**src/rtl/parking_display_pkg.sv**
```systemverilog
// -----------------------------------------------------------------------------
// parking_display_pkg
// Shared definitions for the free-slot display scan controller.
//   state_t    : conversion FSM states (IDLE, CONVERT, UPDATE)
//   NUM_DIGITS : number of decimal digits shown (units, tens, hundreds)
//   BCD_W      : width of one BCD digit
//   BIN_W      : width of the binary count being displayed
// -----------------------------------------------------------------------------
package parking_display_pkg;

    localparam int NUM_DIGITS = 3;
    localparam int BCD_W      = 4;
    localparam int BIN_W      = 8;

    typedef enum logic [1:0] {
        IDLE    = 2'd0,
        CONVERT = 2'd1,
        UPDATE  = 2'd2
    } state_t;

endpackage

```
**src/rtl/bin2bcd_step.sv**
```systemverilog
// -----------------------------------------------------------------------------
// bin2bcd_step
// One combinational double-dabble iteration: add 3 to every BCD digit that is
// 5 or more, then shift {bcd, bin} left by one bit.
// Ports:
//   i_bcd [10:0] : BCD scratch before the iteration (MSB omitted, see below)
//   i_bin [7:0]  : remaining binary bits, MSB is shifted into the BCD units
//   o_bcd [11:0] : BCD scratch after the iteration
//   o_bin [7:0]  : binary bits after the shift
// The hundreds digit only ever receives carries from the tens digit. With an
// 8-bit input it stays at 0 or 1 before the final shift, so it never needs
// the add-3 correction and its top bit is always 0 on entry.
// -----------------------------------------------------------------------------
import parking_display_pkg::*;

module bin2bcd_step (
    input  logic [NUM_DIGITS*BCD_W-2:0] i_bcd,
    input  logic [BIN_W-1:0]            i_bin,
    output logic [NUM_DIGITS*BCD_W-1:0] o_bcd,
    output logic [BIN_W-1:0]            o_bin
);

    logic [(NUM_DIGITS-1)*BCD_W-1:0] w_adj;

    generate
        for (genvar gi = 0; gi < NUM_DIGITS - 1; gi++) begin : g_adj
            assign w_adj[gi*BCD_W +: BCD_W] =
                (i_bcd[gi*BCD_W +: BCD_W] >= 4'd5) ? i_bcd[gi*BCD_W +: BCD_W] + 4'd3
                                                   : i_bcd[gi*BCD_W +: BCD_W];
        end
    endgenerate

    assign o_bcd = {i_bcd[NUM_DIGITS*BCD_W-2:(NUM_DIGITS-1)*BCD_W], w_adj, i_bin[BIN_W-1]};
    assign o_bin = {i_bin[BIN_W-2:0], 1'b0};

endmodule

```
**src/rtl/display_scan_controller.sv**
```systemverilog
// -----------------------------------------------------------------------------
// display_scan_controller
// Converts an 8-bit free-slot count to BCD (one double-dabble step per clock)
// and time-multiplexes the three digits onto a shared 7-segment decoder.
// Parameters:
//   REFRESH_DIV      : clock cycles each digit stays selected (>= 2)
//   DIGIT_ACTIVE_LOW : 1 = selected digit line driven low
// Ports:
//   i_clk        : system clock, rising edge
//   i_rst_n      : synchronous active-low reset
//   i_count[7:0] : binary count to display
//   i_load       : one-cycle request to latch i_count and convert it
//   o_busy       : conversion in progress; i_load ignored while high
//   o_bcd[3:0]   : BCD digit of the currently selected position
//   o_digit_sel  : one-hot digit enable (bit0 units, bit1 tens, bit2 hundreds)
// Build option: define LEADING_ZERO_BLANK_EN to blank leading-zero digits.
// -----------------------------------------------------------------------------
import parking_display_pkg::*;

module display_scan_controller #(
    parameter int REFRESH_DIV      = 50000,
    parameter bit DIGIT_ACTIVE_LOW = 1'b1
) (
    input  logic             i_clk,
    input  logic             i_rst_n,
    input  logic [BIN_W-1:0] i_count,
    input  logic             i_load,
    output logic             o_busy,
    output logic [BCD_W-1:0] o_bcd,
    output logic [2:0]       o_digit_sel
);

    localparam int                CNT_W        = $clog2(REFRESH_DIV);
    localparam logic [CNT_W-1:0]  REFRESH_LAST = CNT_W'(REFRESH_DIV - 1);
    localparam int                BCD_ALL_W    = NUM_DIGITS * BCD_W;

    state_t                 r_state;
    state_t                 w_state_next;
    logic                   w_accept;
    logic [BIN_W-1:0]       r_shift;
    logic [BCD_ALL_W-1:0]   r_scratch;
    logic [BCD_ALL_W-1:0]   r_display;
    logic [2:0]             r_iter;
    logic [BCD_ALL_W-1:0]   w_step_bcd;
    logic [BIN_W-1:0]       w_step_bin;

    logic [CNT_W-1:0]       r_refresh;
    logic [1:0]             r_index;
    logic                   w_wrap;
    logic [1:0]             w_index_next;
    logic [BCD_ALL_W-1:0]   w_display_next;
    logic [2:0]             w_onehot;
    logic                   w_blank;
    logic [2:0]             w_sel_next;
    logic [BCD_W-1:0]       r_bcd;
    logic [2:0]             r_sel;

    bin2bcd_step u_step (
        .i_bcd (r_scratch[BCD_ALL_W-2:0]),
        .i_bin (r_shift),
        .o_bcd (w_step_bcd),
        .o_bin (w_step_bin)
    );

    // ---------------- conversion FSM ----------------
    always_ff @(posedge i_clk) begin
        if (!i_rst_n) r_state <= IDLE;
        else          r_state <= w_state_next;
    end

    always_comb begin
        w_state_next = r_state;
        w_accept     = 1'b0;
        case (r_state)
            IDLE: begin
                if (i_load) begin
                    w_accept     = 1'b1;
                    w_state_next = CONVERT;
                end
            end
            CONVERT: if (r_iter == 3'd7) w_state_next = UPDATE;
            UPDATE:  w_state_next = IDLE;
            default: w_state_next = IDLE;
        endcase
    end

    assign o_busy = (r_state != IDLE);

    always_ff @(posedge i_clk) begin
        if (!i_rst_n) begin
            r_shift   <= '0;
            r_scratch <= '0;
            r_iter    <= '0;
            r_display <= '0;
        end else begin
            case (r_state)
                IDLE: begin
                    if (w_accept) begin
                        r_shift   <= i_count;
                        r_scratch <= '0;
                        r_iter    <= '0;
                    end
                end
                CONVERT: begin
                    r_shift   <= w_step_bin;
                    r_scratch <= w_step_bcd;
                    r_iter    <= r_iter + 3'd1;
                end
                UPDATE:  r_display <= r_scratch;
                default: ;
            endcase
        end
    end

    // ---------------- digit scanning ----------------
    // Outputs are registered from the next-cycle display/index so o_bcd and
    // o_digit_sel always move together and track the display register update
    // on the same edge.
    assign w_wrap         = (r_refresh == REFRESH_LAST);
    assign w_index_next   = !w_wrap ? r_index
                          : (r_index == 2'(NUM_DIGITS - 1)) ? 2'd0 : r_index + 2'd1;
    assign w_display_next = (r_state == UPDATE) ? r_scratch : r_display;
    assign w_onehot       = 3'b001 << w_index_next;

`ifdef LEADING_ZERO_BLANK_EN
    // Hundreds blanked when zero; tens blanked when tens and hundreds are zero.
    assign w_blank = ((w_index_next == 2'd2) && (w_display_next[11:8] == 4'd0)) ||
                     ((w_index_next == 2'd1) && (w_display_next[11:4] == 8'd0));
`else
    assign w_blank = 1'b0;
`endif

    assign w_sel_next = DIGIT_ACTIVE_LOW ? ~(w_blank ? 3'b000 : w_onehot)
                                         :  (w_blank ? 3'b000 : w_onehot);

    always_ff @(posedge i_clk) begin
        if (!i_rst_n) begin
            r_refresh <= '0;
            r_index   <= '0;
            r_bcd     <= '0;
            r_sel     <= DIGIT_ACTIVE_LOW ? 3'b110 : 3'b001;
        end else begin
            r_refresh <= w_wrap ? '0 : r_refresh + CNT_W'(1);
            r_index   <= w_index_next;
            r_bcd     <= w_display_next[w_index_next*BCD_W +: BCD_W];
            r_sel     <= w_sel_next;
        end
    end

    assign o_bcd       = r_bcd;
    assign o_digit_sel = r_sel;

endmodule

```
**config.mk**
```make
export PLATFORM = sky130hd
export DESIGN_NAME = display_scan_controller
export DESIGN_NICKNAME = d
export VERILOG_FILES = /design/src/rtl/parking_display_pkg.sv /design/src/rtl/bin2bcd_step.sv /design/src/rtl/display_scan_controller.sv
export SDC_FILE = /design/constraint.sdc
export NUM_CORES = 1
export LEC_CHECK = 0
export CAP_MARGIN = 20
export CORE_MARGIN = 5
export CORE_UTILIZATION = 50
export CTS_BUF_LIST = sky130_fd_sc_hd__clkbuf_2 sky130_fd_sc_hd__clkbuf_4 sky130_fd_sc_hd__clkbuf_8
export DETAILED_ROUTE_END_ITERATION = 8
export GPL_TIMING_DRIVEN = 0
export PLACE_DENSITY_LB_ADDON = 0.3
export SETUP_SLACK_MARGIN = 0.02
export SYNTH_ARGS = -nofsm -noshare
export SYNTH_HDL_FRONTEND = slang
export SYNTH_SLANG_ARGS = --single-unit
```
**constraint.sdc**
```tcl
create_clock -name i_clk -period 6.2 [get_ports i_clk]
set_input_delay 1.55 -clock i_clk [delete_from_list [all_inputs] [get_ports i_clk]]
set_output_delay 1.55 -clock i_clk [all_outputs]
set_load 0.005 [all_outputs]
```
# Yosys cells after proc, flatten, opt, wreduce, memory -nomap -nowiden
# Index checks and enable logic that the tools add are counted.
[totals] inputBits=11 output_inout_bits=8 elab_cells=50 ff_bits=62
[op_classes] n_mux=16 n_reduce_logical=6 shifts=2 magnitude_cmp=2 n_eq_ne=8 addsub=5 bitwise=2
[ops] cell="$mux W12" count=2
[ops] cell="$pmux W12 S2" count=1
[ops] cell="$add A16 B1 Y16 const B" count=1
[ops] cell="$eq A16 B16 Y1 const B" count=1
[ops] cell="$pmux W8 S2" count=1
[ops] cell="$shiftx A12 B5 Y4" count=1
[ops] cell="$add A4 B2 Y4 const B" count=2
[ops] cell="$ge A4 B3 Y1 const B" count=2
[ops] cell="$mux W2" count=4
[ops] cell="$mux W4" count=2
[ops] cell="$mux W8" count=1
[ops] cell="$ne A2 B2 Y1 const B" count=3
[ops] cell="$pmux W3 S2" count=1
[ops] cell="$eq A2 B2 Y1 const B" count=2
[ops] cell="$pmux W2 S2" count=1
[ops] cell="$reduce_and A2 Y1" count=2
[ops] cell="$reduce_bool A2 Y1" count=2
[ops] cell="$add A3 B1 Y3 const B" count=1
[ops] cell="$eq A3 B3 Y1 const B" count=1
[ops] cell="$mux W3" count=1
[ops] cell="$not A3 Y3" count=1
[ops] cell="$shl A1 B2 Y3 const A" count=1
[ops] cell="$add A2 B1 Y2 const B" count=1
[ops] cell="$eq A2 B1 Y1 const B" count=1
[ops] cell="other kinds (4)" count=5

# Logic depth before layout (Yosys ltp)
[depth] word_depth=5 ltp_mapped=8 depth_no_buf=7

# Cells and area by module
# From an unflattened synthesis, not the netlist that was laid out.
[unflattened] cells_unflattened=323 area_unflattened_um2=2979.1
[by_module_without_submodules] module="display_scan_controller" seq_area_each_um2=1241.2 area_per_inst_um2=2682.6 cells_each=278 n_inst=1
[by_module_without_submodules] module="bin2bcd_step" seq_area_each_um2=0.0 area_per_inst_um2=296.5 cells_each=45 n_inst=1

# Least setup slack after synthesis
# No wires, ideal clock.
[synth_timing] path_type="input-to-reg" startpoint="input port i_load" endpoint="register r_scratch[2]" setup_slack_ns=3.354 cell_stages=8 path_buffers=3 arrival_time_ns=2.731 required_ns=6.085 cell_sequence="clkbuf_1 -> nor2_1 -> or2_2 -> clkbuf_1 -> clkbuf_1 -> nand2_1 -> o21ai_0 -> and2_1"
[synth_between] elab_chain_len=4
[synth_rtl] item="from (decl)" line_no="display_scan_controller.sv:27" text="input logic i_load,"
[synth_rtl] item="$mux W1" line_no="display_scan_controller.sv:76" text="if (i_load) begin"
[synth_rtl] item="$mux W1" line_no="display_scan_controller.sv:74" text="case (r_state)"
[synth_rtl] item="$ne A2 B2 Y1 (no source line)"
[synth_rtl] item="$reduce_and A2 Y1 (no source line)"
[synth_rtl] item="to (signal assigned)" line_no="display_scan_controller.sv:106" text="r_scratch <= w_step_bcd;"
[synth_rtl] item="to (decl)" line_no="display_scan_controller.sv:41" text="logic [BCD_ALL_W-1:0] r_scratch;"
# Every way passes these cells.
# A chain may end at the register's enable or synchronous reset.

# Worst setup path in the final report
[layout_timing] startpoint="register r_state[0]" endpoint="output port o_busy"
[layout_between] elab_chain_len=1
[layout_rtl] item="from (decl)" line_no="display_scan_controller.sv:37" text="state_t r_state;"
[layout_rtl] item="from (signal assigned)" line_no="display_scan_controller.sv:68" text="else r_state <= w_state_next;"
[layout_rtl] item="$reduce_bool A2 Y1" line_no="display_scan_controller.sv:87" text="assign o_busy = (r_state != IDLE);"
[layout_rtl] item="to (decl)" line_no="display_scan_controller.sv:28" text="output logic o_busy,"
# Every way passes these cells.

==> impl_results.md <==
- Status: completed
- Mapped Nets: 332
- Post-synth EDFFs: 0
- Critical-path top delay cell: clkdlybuf4s50_1
- RSZ-0062 raised after global routing: false
- FF-to-FF path depth: 5
- Fmax: 280 MHz
- Setup TNS: 0 ns
- Most common flop cell mapped by yosys: dfxtp_1
- Psw: 0.182 mW
- Die Ht: 85.9 um
- Nets: 360
- Placed Cells: 403
- Peak supply drop: 0.194 mV
- Switching Share: 22.1%
- Max Slew Vio Count: 0
- Hold Fails Final Rpt: 0
- Worst path buffer plus inverter count: 3
- Num rows: 27
- Hold Crit Class: reg -> reg
- Clock Path Buffers: 2
- ANT nets after route: 0
- Die W: 85.9 um
- Worst hold start: r_refresh[0]$_SDFF_PP0_
- Cells after Synth: 314
- Period utilization: 57.5%
- CTS tree: yes
- WP data arrival: 2.02 ns
- Worst-path maximum fanout: 10
- Gr ovfl total: 0
- Crit path launch: r_state[0]$_SDFFE_PN0P_
- Initial antenna violation count: 0
- Worst-path cell chain: clkbuf_1 -> clkbuf_1 -> or2_2 -> clkdlybuf4s50_1
- Synth cell types: 46
- Rel. slew slack: 63.4%
- DPL Wire Length: 3970 um
- YS warnings: 0
- Clock share of power: 44.1%
- Total chip power: 0.820 mW
- Die Area: 7380 um2
- DRC: 0
- Worst Hold Depth: 1
- Max_cap viols: 0
- DR vias/cell: 5.26
- Slew of the pin with the lowest slew margin: 0.547 ns
- Internal power: 0.639 mW
- WP data required: 4.65 ns
- Post-route insts no fill: 419
- Max stage delay on crit path: 0.49 ns
- Initial drt markers: 127
- WL/cell: 13.5 um
- Postcts setup bufs: 0
- CTS resizes: 0
- Setup crit end kind: primary output
- Port Buffer Count: 17
- Flop pwr share: 50.1%
- Final min period: 3.57 ns
- DR vias: 2,204
- FFs w/ async S/R, synth: 0%
- Clock Pin Slew Worst Setup and Hold Paths: 0.07 ns
- Pin count of the biggest net entering global routing: 11
- CP top delay family: buffers and inverters
- Total clock sinks: 62
- Clk_skew: 0.00622 ns
- Mean post-synth cell area: 9.18 um2
- Comb power frac: 5.8%
- Most used cell, CP: clkbuf_1
- Starting Density: 52.0%
- Share of post-route cells with drive strength above 1: 13.3%
- Critical R2R Launch: r_refresh[5]$_SDFF_PP0_
- First-pass GRT wire length: 10,200 um
- Setup violations, final: 0
- CTS Hold Buffers Added: 0
- Number of global-route vias before repair: 2,249
- Clk root buf: clkbuf_8
- Total wire length: 5670 um
- Worst-skew pair later-pin latency: 0.34 ns
- Place WS: 2.96 ns
- Final GP Congestion: 0.824
- I/O Pins: 19
- Crit Path Category: reg -> out
- Post-route setup slack: 2.63 ns
- Core ar.: 5540 um2
- Ant diodes: 0
- Yosys reg bits: 62
- CTS buffer count: 9
- Htree depth: 3
- DRT Pass-1 Iters: 4
- Post-synthesis cell area: 2880 um2
- Pwr dens: 245 nW/um2
- Leak: 1.33 nW
- WP depth: 4
- Layout area overhead: 16.1%
- Sequential element share of the synthesized area: 43.1%
- GRT Util Overall: 17.4%
- Startpoint Class: flip-flop
==> kinds of logic after synthesis <==
| kind of cell | share of synthesized area (%) |
|---|---|
| AOI/OAI and AO/OA | 12.3 |
| xor gates and xnor gates | 5.77 |
| adders and majority gates | 3.04 |
| buffers and inverters | 4.69 |
| DFF | 43.1 |
| muxes | 5.73 |
| and+or+nand+nor | 25.4 |
==> power groups by stage <==
stage,clock [mW],combinational [mW],sequential (mW)
finish,0.362,0.0476,0.411
global route,0.396,0.0528,0.411
CTS,0.375,0.0478,0.411
detailed placement,0,0.0472,0.420
global placement,0,0.0468,0.420
floorplan,0,0.0318,0.419
==> path summary, 6_finish.rpt <==
path | to | slack (ns)
max | o_busy | 2.63
min | r_refresh[0]$_SDFF_PP0_ | 0.47
max reg2reg | o_bcd[3]$_SDFF_PN0_ | 3.99
min reg2reg | r_refresh[0]$_SDFF_PP0_ | 0.47
==> stage by stage <==
stage	hold slack [ns]	utilization, %	cell area (um2)
2_1_floorplan	0.430	-	2880
3_3_place_gp	0.447	56.7	3140
3_5_place_dp	0.452	56.7	3140
4_1_cts	0.468	60.4	3350
5_1_grt	0.500	60.4	3350
6_report	0.469	60.4	3350
==> placed cells by master (no fill, tap or decap), types with 8 or more instances in the layout <==
| cell | instances |
|---|---|
| mux2i_1 | 12 |
| nand2_1 | 17 |
| inv_1 | 8 |
| clkbuf_8 | 12 |
| a21oi_1 | 16 |
| clkdlybuf4s50_1 | 17 |
| xnor2_1 | 9 |
| nor2b_1 | 28 |
| dfxtp_1 | 62 |
| clkbuf_1 | 11 |
| a22oi_1 | 8 |
| nand3_1 | 11 |
| nor2_1 | 32 |
| and2_1 | 8 |
| xor2_1 | 10 |
| o21ai_0 | 10 |
==> final cells by class <==
cell class / instances / area [um2]
Buffer: 17 / 105
Clock buffer: 12 / 159
Clock inverter: 4 / 45.0
Fill cell: 503 / 2190
Inverter: 8 / 30.0
Multi-Input combinational cell: 227 / 1510
Sequential cell: 62 / 1240
Tap cell: 72 / 90.1
Timing Repair Buffer: 17 / 170
==> cells in the mapped netlist, types with 2 or more instances <==
library cell	n	area share (%)
clkbuf_1	11	1.4
mux2i_1	12	4.2
and2_1	8	1.7
nor3_2	2	0.69
a211oi_1	3	0.78
a21oi_1	16	2.8
nor2_1	32	4.2
nand3_1	11	1.9
nor3_1	7	1.2
ha_1	7	3.0
nand2b_1	6	1.3
mux2_2	4	1.6
o21ai_0	10	1.7
a22oi_1	8	2.1
buf_6	4	1.6
nor4_1	2	0.43
dfxtp_1	62	43
xor2_1	10	3.0
inv_1	8	1.0
or2_2	2	0.43
nand2_1	17	2.2
nor2b_1	28	6.1
xnor2_1	9	2.7
o221a_2	7	2.7
a21boi_0	2	0.52
and3_1	4	0.87
o21ai_1	3	0.52
==> registers in the layout, summed over array words and instances, names as in the netlist <==
name,cells
r_scratch,12
r_index,2
r_refresh,16
o_digit_sel,3
r_display,12
o_bcd,4
r_shift,8
r_iter,3
r_state,2
==> routing by layer <==
layer | GRT usage, % | wire (um) | vias up
met4 | 6.47 | 76 | 0
li1 | - | - | 1127
met3 | 6.24 | 168 | 9
met5 | 0 | 0 | -
met1 | 20.5 | 2640 | 1044
met2 | 28.9 | 2790 | 24
(Power assumes the default switching activity.)
==> RTL change 1 (same settings) <==
Make the reset (`i_rst_n`) asynchronous in 3 clocked blocks. Comments in the files are not updated.
--- a/src/rtl/display_scan_controller.sv
+++ b/src/rtl/display_scan_controller.sv
@@ -65,3 +65,3 @@
     // ---------------- conversion FSM ----------------
-    always_ff @(posedge i_clk) begin
+    always_ff @(posedge i_clk or negedge i_rst_n) begin
         if (!i_rst_n) r_state <= IDLE;
@@ -88,3 +88,3 @@
 
-    always_ff @(posedge i_clk) begin
+    always_ff @(posedge i_clk or negedge i_rst_n) begin
         if (!i_rst_n) begin
@@ -135,3 +135,3 @@
 
-    always_ff @(posedge i_clk) begin
+    always_ff @(posedge i_clk or negedge i_rst_n) begin
         if (!i_rst_n) begin
Function: differs if i_rst_n is asserted again (counterexample within 4 cycles, from zero or initial values and one cycle with i_rst_n low); with i_rst_n held inactive, the same outputs for 10 cycles.
==> RTL change 1 against the original RTL <==
Worst setup slack got worse by 0.14 ns; sequential cell count unchanged; synthesized area is 0.35% higher; sequential share of layout area rose by 7.8 points; global-route usage down 1.1 points; register-to-register slack improved by 0.08 ns; critical endpoint unchanged; synthesized cell count fell by 16%; routed wire length decreased by 2.1%; final area up 3.4%.
Power is not compared: it rests on default switching activity, and its combinational part moved more than twofold at a synthesized area within 25%.
==> RTL change 1: results (changes against the original RTL) <==
** GRT
- Vias in the first global route :: 2016 (was 2249)
- The maximum number of pins on one net before global-route repair is 37 (was 11).

** Critical path
- Depth of the most critical reg-to-reg path :: 6 (was 5)
- The critical path launch point was r_state[0] (unchanged).
- Signal arrival time at the worst endpoint :: 2.15 ns (was 2.02 ns)
- The destination of the worst register-to-register timing path is o_bcd[3] (unchanged).

** Logic synthesis
- Area contributors post-synth :: dfrtp_1 (52%), mux2_2 (5.4%), o21ai_0 (3.3%), nand2_1 (3.1%), ha_1 (3.0%) (was dfxtp_1 (43%), nor2b_1 (6.1%), mux2i_1 (4.2%), nor2_1 (4.2%), ha_1 (3.0%))
- Count of unique library cells instantiated by Yosys :: 40 (was 46)
- Fraction of the mapped netlist area in compound gates :: 12.2% (was 12.3%)
- The mux contribution to synthesized area is 8.22% (was 5.73%).
- Fraction of synthesized cell area in xor and xnor cells :: 5.15% (was 5.77%)
- Fraction of the mapped netlist area in adder cells :: 3.03% (was 3.04%)

** Status
- Status: finished clean (unchanged).

** Detailed routing
- Final wirelength :: 5.55 mm (was 5.67 mm)
- Iter 0 DRT Violations :: 133 (was 127)

** Finish
- The count of non-CTS inverters in the layout came to 10 (was 8).
- Filler cell count in the final layout :: 465 (was 503)
- Area used by sequential logic in the layout :: 0.00155 mm² (was 0.00124 mm²)
- Final non-clock buffer share :: 7.12% (was 8.22%)
- The clock network contribution to total cell area came to 8.20% (was 6.09%).
- The number of combinational gates with multiple inputs is 181 (was 227).
- Multi-input combinational area share :: 36.1% (was 45.0%)
- The non-filler instance count after layout is 371 (was 419).

** Placement
- Worst slack, placed :: 2.91 ns (was 2.96 ns)
- Number of cells after detailed placement :: 355 (was 403)
- The number of port buffers came to 18 (was 17).
- The routability congestion estimate from global placement is 0.771 (was 0.824).

** STA
- The minimum setup slack in the final design came to 2.50 ns (was 2.63 ns).
- The slew of the pin with the lowest slew margin was 0.624 ns (was 0.547 ns).

** Die
- DIE AREA :: 0.00741 mm² (was 0.00738 mm²)

** Hold path
- The launch instance of the worst min-delay path is r_refresh[15] (was r_refresh[0]).
- The end of the worst hold path is r_refresh[15] (was r_refresh[0]).
[RTL change 1: changes by cell type after synthesis, sizes merged, moves of 7 or more]
cell | unedited run | this run
o221a | 7 | 0
nor2 | 32 | 14
dfrtp | 0 | 60
mux2 | 4 | 14
dfxtp | 62 | 0
nor2b | 28 | 1
a22oi | 8 | 1
[RTL change 1: kinds of logic after synthesis]
family          Yosys count
simple gates             78
flops                    62
compound gates           57
mux                      22
buf+inv                  21
xor+xnor                 17
fa+ha+maj                 7
[RTL change 1: report_power, final]
group / total (mW) / switching, mW / internal (mW)
registers: 0.574 / 0.0700 / 0.504
clock network: 0.504 / 0.157 / 0.347
logic: 0.343 / 0.185 / 0.158
[RTL change 1: metal layers]
metal / share of wire (%) / track usage (%) / vias to the layer above / routed length, µm
li1: - / - / 991 / -
met4: 1.7 / 8.06 / 0 / 92
met3: 3.5 / 3.55 / 9 / 194
met5: 0 / 0 / - / 0
met2: 47 / 25.1 / 49 / 2580
met1: 48 / 21.7 / 976 / 2680
==> RTL change 2 (same flow settings) <==
Without the edit above. Set the package constant `BIN_W` to 6 (it was 8).
--- a/src/rtl/parking_display_pkg.sv
+++ b/src/rtl/parking_display_pkg.sv
@@ -12,3 +12,3 @@
     localparam int BCD_W      = 4;
-    localparam int BIN_W      = 8;
+    localparam int BIN_W      = 6;
 
Ports: changed (resized i_count); port bits go from 19 to 17. The function was not compared with the original's and may differ.
==> RTL change 2 against the original RTL <==
Routed wire length down 3.7%; final area down 4.4%; power down 11%; synthesized area down 3.3%; count of clock-buffer cells in the layout down 1; register-to-register slack better by 0.33 ns; worst setup slack better by 0.20 ns; sequential share of layout area up 0.47 points; core utilization down 2.0 points; sequential cell count down 2; critical endpoint unchanged.
==> RTL change 2: results (changes against the original RTL) <==
** Status
- Status: finished clean (unchanged).

** Finish
- The fraction of final layout cells sized beyond drive strength 1 came to 10.2% (was 13.3%).
- Clkbuf count :: 11 (was 12)
- The count of filler cells inserted in the layout was 500 (was 503).
- The sequential portion of the cell area came to 37.6% (was 37.1%).
- The layout buffer count excluding clock buffers was 33 (was 34).
- Area Overhead vs Synth :: 14.7% (was 16.1%)
- Multi-input comb cells :: 221 (was 227)
- Final Non-Filler Cells :: 405 (was 419)
- The fraction of standard cell area in multi-input logic is 46.3% (was 45.0%).
- FF+latch count :: 60 (was 62)
- The clock network contribution to total cell area came to 5.01% (was 6.09%).
- Number of non-clock inverters :: 5 (was 8)

** Logic synthesis
- Part of the Yosys area used for sequential elements :: 43.1% (about the same)
- Most used standard cells in the synthesized netlist: dfxtp_1 (60), nor2b_1 (29), nor2_1 (26) (was dfxtp_1 (62), nor2_1 (32), nor2b_1 (28)).
- The compound-gate portion of the synthesized area came to 12.3% (about the same).
- The count of distinct cell types in the synthesized netlist is 42 (was 46).
- The net count after synthesis is 319 (was 332).
- Avg Cell Area, Syn :: 9.20 µm² (was 9.18 µm²)
- The xor/xnor cell area share of the yosys netlist is 5.66% (was 5.77%).

** Placement
- The total placed instance area came to 0.00304 mm² (was 0.00314 mm²).
- Number of cells after detailed placement :: 391 (was 403)
- HPWL after detailed placement :: 3.93 mm (was 3.97 mm)
- Final Wtd Congestion :: 0.826 (was 0.824)
- IO buf count :: 16 (was 17)

** Detailed routing
- Total met2 wirelength after detailed routing :: 2.40 mm (was 2.79 mm)
- The via count came to 2145 (was 2204).
- Routed wl met3 :: 157 µm (was 168 µm)
- Iter 0 DRT Violations :: 134 (was 127)

** Critical path
- The number of cells on the worst reg-to-reg path came to 8 (was 5).
- Signal arrival time at the worst endpoint :: 1.82 ns (was 2.02 ns)

** STA
- The worst setup skew after layout was 0.00743 ns (was 0.00622 ns).
- The remaining max-slew budget at the tightest pin came to 67.2% (was 63.4%).

** Pwr
- The largest voltage drop on the vdd net is 0.104 mV (was 0.194 mV).

** GRT
- The met1 global-route usage is 21.8% (was 20.5%).
- Vias in the first global route :: 1940 (was 2249)
- Met3 usage in global routing :: 3.53% (was 6.24%)
- Global router's overall resource usage :: 15.7% (was 17.4%)
- Met2 capacity usage during global routing :: 22.8% (was 28.9%)
- Global-route wire length before repair :: 9.05 mm (was 10.2 mm)
RTL change 2: cell count changes after synthesis, moves of 4 or more:
cell,unedited run,this run
and2_1,8,4
and3_1,4,9
mux2i_1,12,16
nor2_1,32,26
o21ai_0,10,16
RTL change 2: final timing paths:
kind                start           end  slack [ns]
min          r_refresh[0]  r_refresh[0]        0.46
max            r_state[0]        o_busy        2.83
min reg2reg  r_refresh[0]  r_refresh[0]        0.46
max reg2reg  r_refresh[0]      o_bcd[0]        4.32
RTL change 2: where the power goes:
part	leakage, nW	internal [mW]	switching, mW	total [mW]
combinational	0.714	0.0195	0.0205	0.0400
clock	0.0882	0.154	0.142	0.295
sequential	0.486	0.392	0.00486	0.397
RTL change 2: per-stage QoR:
step | hold slack (ns) | setup WS [ns]
3_3_place_gp | 0.431 | 2.80
4_1_cts | 0.473 | 2.83
5_1_grt | 0.506 | 2.72
3_5_place_dp | 0.464 | 2.76
2_1_floorplan | 0.413 | 3.63
6_report | 0.462 | 2.83
